[src/rtl/reg_file_if.sv]
// reg_file_if: bundle of the read, writeback and issue/scoreboard signals
// between the CARP decode/writeback logic (master) and reg_file (slave).
//
// Handshake semantics: none. Every signal is sampled on every rising edge.
// There is no valid/ready pairing. WE and ISSUE_EN are per-cycle strobes
// that the master holds low when idle. RS*_DATA and RS*_BUSY are
// combinational responses to the current RS*_ADDR.
interface reg_file_if #(
    parameter int XLEN = 32
);
    logic [4:0]      RS1_ADDR;
    logic [4:0]      RS2_ADDR;
    logic [XLEN-1:0] RS1_DATA;
    logic [XLEN-1:0] RS2_DATA;
    logic            WE;
    logic [4:0]      WA;
    logic [XLEN-1:0] WD;
    logic            ISSUE_EN;
    logic [4:0]      ISSUE_RD;
    logic            CLR_PEND;
    logic            RS1_BUSY;
    logic            RS2_BUSY;

    modport master (
        output RS1_ADDR, RS2_ADDR, WE, WA, WD, ISSUE_EN, ISSUE_RD, CLR_PEND,
        input  RS1_DATA, RS2_DATA, RS1_BUSY, RS2_BUSY
    );

    modport slave (
        input  RS1_ADDR, RS2_ADDR, WE, WA, WD, ISSUE_EN, ISSUE_RD, CLR_PEND,
        output RS1_DATA, RS2_DATA, RS1_BUSY, RS2_BUSY
    );
endinterface

[src/rtl/reg_file.sv]
// reg_file: RV32I integer register file with a per-register pending-write
// scoreboard for read-after-write stall detection.
// - Two combinational read ports, one synchronous write port.
// - x0 is not stored: it reads 0, ignores writes and is never pending.
// - Optional macro REG_FILE_BYPASS_EN selects write-first bypass. A read of
//   the register being written this cycle returns WD, and its BUSY is
//   cleared. With the macro undefined, the old value and BUSY are seen
//   until the write edge.
// - Reset is synchronous and active-low. It overrides any same-edge write,
//   issue or flush.
module reg_file #(
    parameter int XLEN = 32,
    parameter int NREG = 32
) (
    input  logic       CLK,
    input  logic       RST_N,
    reg_file_if.slave  bus
);

    logic [XLEN-1:0] regs_q [1:NREG-1];
    logic [NREG-1:0] pend_q;
    logic [NREG-1:0] pend_d;
    logic            wr_en;
    logic            iss_en;

    assign wr_en  = bus.WE && (bus.WA != 5'd0);
    assign iss_en = bus.ISSUE_EN && (bus.ISSUE_RD != 5'd0);

    // Scoreboard next state. Later assignments take priority:
    // flush > issue > writeback > hold.
    always_comb begin
        pend_d = pend_q;
        if (wr_en) begin
            pend_d[bus.WA] = 1'b0;
        end
        if (iss_en) begin
            pend_d[bus.ISSUE_RD] = 1'b1;
        end
        if (bus.CLR_PEND) begin
            pend_d = '0;
        end
        pend_d[0] = 1'b0;
    end

    // Scoreboard state register.
    always_ff @(posedge CLK) begin
        if (!RST_N) begin
            pend_q <= '0;
        end else begin
            pend_q <= pend_d;
        end
    end

    // Register storage. Writes commit even during a flush.
    always_ff @(posedge CLK) begin
        if (!RST_N) begin
            for (int i = 1; i < NREG; i++) begin
                regs_q[i] <= '0;
            end
        end else if (wr_en) begin
            regs_q[bus.WA] <= bus.WD;
        end
    end

    // Read port 1 data and busy, with optional write-first bypass.
    always_comb begin
        bus.RS1_DATA = '0;
        bus.RS1_BUSY = 1'b0;
        if (bus.RS1_ADDR != 5'd0) begin
            bus.RS1_DATA = regs_q[bus.RS1_ADDR];
            bus.RS1_BUSY = pend_q[bus.RS1_ADDR];
        end
`ifdef REG_FILE_BYPASS_EN
        if (wr_en && (bus.WA == bus.RS1_ADDR)) begin
            bus.RS1_DATA = bus.WD;
            bus.RS1_BUSY = 1'b0;
        end
`endif
    end

    // Read port 2 data and busy, with optional write-first bypass.
    always_comb begin
        bus.RS2_DATA = '0;
        bus.RS2_BUSY = 1'b0;
        if (bus.RS2_ADDR != 5'd0) begin
            bus.RS2_DATA = regs_q[bus.RS2_ADDR];
            bus.RS2_BUSY = pend_q[bus.RS2_ADDR];
        end
`ifdef REG_FILE_BYPASS_EN
        if (wr_en && (bus.WA == bus.RS2_ADDR)) begin
            bus.RS2_DATA = bus.WD;
            bus.RS2_BUSY = 1'b0;
        end
`endif
    end

endmodule

[src/flat_wrapper.sv]
// flat-port wrapper written by rule: the top's interface ports become plain ports
module reg_file_flat 
#(
    parameter int XLEN = 32,
    parameter int NREG = 32
)
  (CLK, RST_N, bus_RS1_ADDR, bus_RS2_ADDR, bus_WE, bus_WA, bus_WD, bus_ISSUE_EN, bus_ISSUE_RD, bus_CLR_PEND, bus_RS1_DATA, bus_RS2_DATA, bus_RS1_BUSY, bus_RS2_BUSY);
  reg_file_if #(.XLEN(XLEN)) bus_i ();
  input  logic CLK;
  input  logic RST_N;
  input wire logic [$bits(bus_i.RS1_ADDR)-1:0] bus_RS1_ADDR;
  input wire logic [$bits(bus_i.RS2_ADDR)-1:0] bus_RS2_ADDR;
  input wire logic [$bits(bus_i.WE)-1:0] bus_WE;
  input wire logic [$bits(bus_i.WA)-1:0] bus_WA;
  input wire logic [$bits(bus_i.WD)-1:0] bus_WD;
  input wire logic [$bits(bus_i.ISSUE_EN)-1:0] bus_ISSUE_EN;
  input wire logic [$bits(bus_i.ISSUE_RD)-1:0] bus_ISSUE_RD;
  input wire logic [$bits(bus_i.CLR_PEND)-1:0] bus_CLR_PEND;
  output wire logic [$bits(bus_i.RS1_DATA)-1:0] bus_RS1_DATA;
  output wire logic [$bits(bus_i.RS2_DATA)-1:0] bus_RS2_DATA;
  output wire logic [$bits(bus_i.RS1_BUSY)-1:0] bus_RS1_BUSY;
  output wire logic [$bits(bus_i.RS2_BUSY)-1:0] bus_RS2_BUSY;
  assign bus_i.RS1_ADDR = bus_RS1_ADDR;
  assign bus_i.RS2_ADDR = bus_RS2_ADDR;
  assign bus_i.WE = bus_WE;
  assign bus_i.WA = bus_WA;
  assign bus_i.WD = bus_WD;
  assign bus_i.ISSUE_EN = bus_ISSUE_EN;
  assign bus_i.ISSUE_RD = bus_ISSUE_RD;
  assign bus_i.CLR_PEND = bus_CLR_PEND;
  assign bus_RS1_DATA = bus_i.RS1_DATA;
  assign bus_RS2_DATA = bus_i.RS2_DATA;
  assign bus_RS1_BUSY = bus_i.RS1_BUSY;
  assign bus_RS2_BUSY = bus_i.RS2_BUSY;
  reg_file #(.XLEN(XLEN), .NREG(NREG)) u_core (.CLK(CLK), .RST_N(RST_N), .bus(bus_i));
endmodule
[config.mk]
export PLATFORM = sky130hd
export DESIGN_NAME = reg_file_flat
export DESIGN_NICKNAME = d
export VERILOG_FILES = /design/src/rtl/reg_file_if.sv /design/src/rtl/reg_file.sv /design/src/flat_wrapper.sv
export SDC_FILE = /design/constraint.sdc
export NUM_CORES = 2
export LEC_CHECK = 0
export BUFFER_PORTS_ARGS = -buffer_cell sky130_fd_sc_hd__buf_2
export CAP_MARGIN = 20
export CELL_PAD_IN_SITES_DETAIL_PLACEMENT = 0
export CELL_PAD_IN_SITES_GLOBAL_PLACEMENT = 2
export CORE_UTILIZATION = 51
export DETAILED_ROUTE_END_ITERATION = 10
export PLACE_DENSITY_LB_ADDON = 0.25
export SLEW_MARGIN = 10
export SYNTH_ARGS = -nofsm -noshare
export SYNTH_HDL_FRONTEND = slang
export SYNTH_SLANG_ARGS = --single-unit
[constraint.sdc]
create_clock -name CLK -period 3.6 [get_ports CLK]
set_input_delay 0.72 -clock CLK [delete_from_list [all_inputs] [get_ports CLK]]
set_output_delay 0.72 -clock CLK [all_outputs]
set_load 0.01 [all_outputs]
==> results.md <==
* Hold slack at 0.4492 ns
* Clock-pin slew on the worst setup and hold paths at 0.06 ns
* Tmin final at 3.677 ns
* FF-to-FF path depth at 2
* Crit start category: input pin
* Chip height at 337.1 µm
* # nets final at 4,089
* Crit path required time at 2.88 ns
* Final Util at 58.77%
* Worst path cell trace: buf_8, buf_12, nor2b_4, buf_4, a221oi_2, o21ai_1, a311oi_1, buf_2
* Bufs and invs on worst path at 4
* Slowest cell delay on critical path at 0.71 ns
* Width of the die at 337.1 µm
* Initial DRT Pass Iterations at 5
* Antenna violations before repair at 17
* Final Cycle Share at 102.1%
* Drt total wl at 198,300 µm
* Post-DR vias/cell at 6.710
* Clock Latency Late Sink at 0.72 ns
* Slowest stage cell, crit path: a311oi_1
* Rows at 122
* Layout area overhead at 13.88%
* Number of buffer cells added on primary ports at 122
* Initial DRC Count at 4,825
* # IOs at 123
* GRT Residual Overflow at 0
* Flops & latches, synth at 1,055
* Delay-heaviest family, CP: compound AO/OA/AOI/OAI gates
* Setup crit end kind: primary output
* Peak supply drop at 440.7 µV
* CP Class: in -> out
* Avg Cell Area, Syn at 14.97 µm²
* Cell count after synthesis at 3,825
* Tightest Hold Check Type: in -> reg
* Root Driver: clkbuf_16
* Final HPWL DP at 127,000 µm
* Failing checks: setup timing
* Data arrival, critical path at 2.96 ns
* Max-cap viol count at 0
* Status: finished with violations
* Cell Pwr Density at 468.4 nW/µm²
* Slew Limit Fails at 0
* First-pass GRT wire length at 279,300 µm
* Core Region at 111,000 µm²
* Critical Path Stages at 8
* Die area at 113,600 µm²
* Seq/Total Area, Yosys at 54.78%
* Library cells used by synthesis at 52
* Wirelength per Cell at 35.26 µm
* Storage element area at 31,370 µm²
* Tot GR Track Use at 35.16%
* # clock sinks at 1,055
* Final Setup Violations at 2
* YS warnings at 0
* Asr flop ratio synth at 0%
* Num CTS Buffers at 116
* Final hold vios at 0
* Post-route DRC violation count at 0
* Post-synth EDFFs at 1,024
* Fillers at 8,543
* Layout cell share with drive strength beyond 1 at 29.55%
* Initial Util at 51.60%
* Multi-input gate area at 23,980 µm²
* Least-Margin Pin Slew at 0.8820 ns
* Final WS setup at -0.07672 ns
* Post-CTS setup buffers at 0
* Mapped Area at 57,270 µm²
* Largest net degree at the start of global routing at 41
* H-tree depth at 3
* Main flop type after synthesis: edfxtp_1
* Final ANT Viol Nets at 0
* CTS tree: done
* Leak Pwr at 23.07 nW
* Hold depth at 4
* RD Place Congestion at 0.9336
* Setup TNS at -0.08785 ns
* Clock Tree Buf Depth at 3
* Final Skew at 0 ns
* Critical-path maximum fanout at 13
* Vias at 37,740
* Slew margin rel. at 41.08%
* Vias in the first global route at 38,570
* Max Clock Freq at 0.2720 GHz
[cell families (layout without fill, tap and decap cells)]
kind of cell / count (synthesis) / in the layout / share of synthesized area, %
buf+inv: 416 / 695 / 3.946
simple gates: 1282 / 1282 / 13.40
compound gates: 411 / 411 / 5.648
flops: 1055 / 1055 / 54.78
mux: 660 / 660 / 22.23
other cells: 1 / 34 / 0.006548
[worst register-to-register path, stage by stage (launching register included)]
cell     delay, ns
dfxtp_1       0.34
a22oi_1       0.20
nor2_1        0.06
[path summary, 6_finish.rpt]
kind,from,end,slack [ns]
max reg2reg,u_core.pend_q[17],u_core.pend_q[17],2.88
min reg2reg,u_core.pend_q[14],u_core.pend_q[14],0.54
min,bus_ISSUE_RD[2],u_core.pend_q[2],0.45
max,bus_RS2_ADDR[1],bus_RS2_DATA[17],-0.08
[per-layer routing]
metal	part of all wire, %	global-route usage, %	up-vias
met5	0.053	0	-
met4	7.2	22.06	18
met3	9.9	7.072	527
met2	46	54.94	2427
met1	37	45.26	19540
li1	-	-	15230
[cell type report]
type	count	area share, %
Sequential cell	1055	48.10
Multi-Input combinational cell	2385	36.77
Timing Repair Buffer	472	6.460
Clock buffer	147	4.725
Tap cell	1488	2.855
Clock inverter	74	1.061
Inverter	2	0.01535
Antenna cell	2	0.007674
[cells in the mapped netlist, drive strengths merged, types with 3 or more instances]
cell type	count	share of area, %
o2111ai	18	0.28
a311oi	66	1.0
mux4	460	19
and2	996	11
nand2	96	0.63
buf	172	2.3
nand2b	8	0.087
a211oi	64	0.84
and3	7	0.076
a22oi	97	1.3
mux2i	132	2.3
nor2b	70	0.79
nor3	3	0.026
clkbuf	242	1.6
and3b	3	0.046
mux2	68	1.3
edfxtp	1024	54
dfxtp	31	1.1
o21ai	114	1.0
nor2	71	0.48
a221oi	48	1.2
nand3	7	0.070
nand3b	3	0.039
[power breakdown]
part | switching, mW | internal (mW) | total, mW | leakage, nW
clock | 5.08 | 6.89 | 12.0 | 1.83
combinational | 2.34 | 1.72 | 4.07 | 11.2
sequential | 0.356 | 14.2 | 14.5 | 10.0
total | 7.78 | 22.8 | 30.5 | 23.1
[sequential cells by signal, summed over array words and instances, names as in the netlist]
signal / cells
u_core.regs_q: 1024
u_core.pend_q: 31
[through the flow]
step                instance area, µm²  instances  power [mW]  setup WS (ns)
CTS                              65160       5623       30.52        0.01036
finish                           65220       5625       30.55       -0.07672
detailed placement               61360       5402       18.73        -0.1212
global placement                 61360       5402       18.60       -0.06226
floorplan                        57380       3856       16.89         0.7981
global route                     65210       5624       31.22      -0.007631
[placed cells by master (no fill, tap or decap), types with 4 or more instances in the layout]
| cell type | count |
|---|---|
| edfxtp_1 | 1024 |
| and2_1 | 996 |
| mux4_2 | 385 |
| buf_4 | 277 |
| mux2i_1 | 132 |
| clkbuf_16 | 118 |
| buf_2 | 116 |
| o21ai_1 | 97 |
| a22oi_1 | 97 |
| mux4_1 | 75 |
| buf_12 | 74 |
| mux2_2 | 68 |
| nor2b_1 | 66 |
| nand2_1 | 65 |
| a211oi_1 | 63 |
| a311oi_1 | 57 |
| a221oi_2 | 43 |
| nor2_1 | 41 |
| conb_1 | 32 |
| nand2_2 | 31 |
| dfxtp_1 | 31 |
| nor2_2 | 28 |
| clkinv_1 | 28 |
| clkbuf_1 | 27 |
| clkinv_2 | 21 |
| o2111ai_1 | 18 |
| o21ai_0 | 16 |
| bufinv_16 | 12 |
| a311oi_2 | 9 |
| and3_1 | 7 |
| nand3_1 | 6 |
| nand2b_1 | 6 |
| inv_6 | 6 |
| clkinvlp_4 | 6 |
| a221oi_1 | 5 |
| buf_8 | 4 |
[repair_timing]
action,CTS,global route
hold buffers,0,0
setup endpoints to repair,4,10
resized for setup,4,10
No activity file was read; power rests on OpenSTA's default activity.
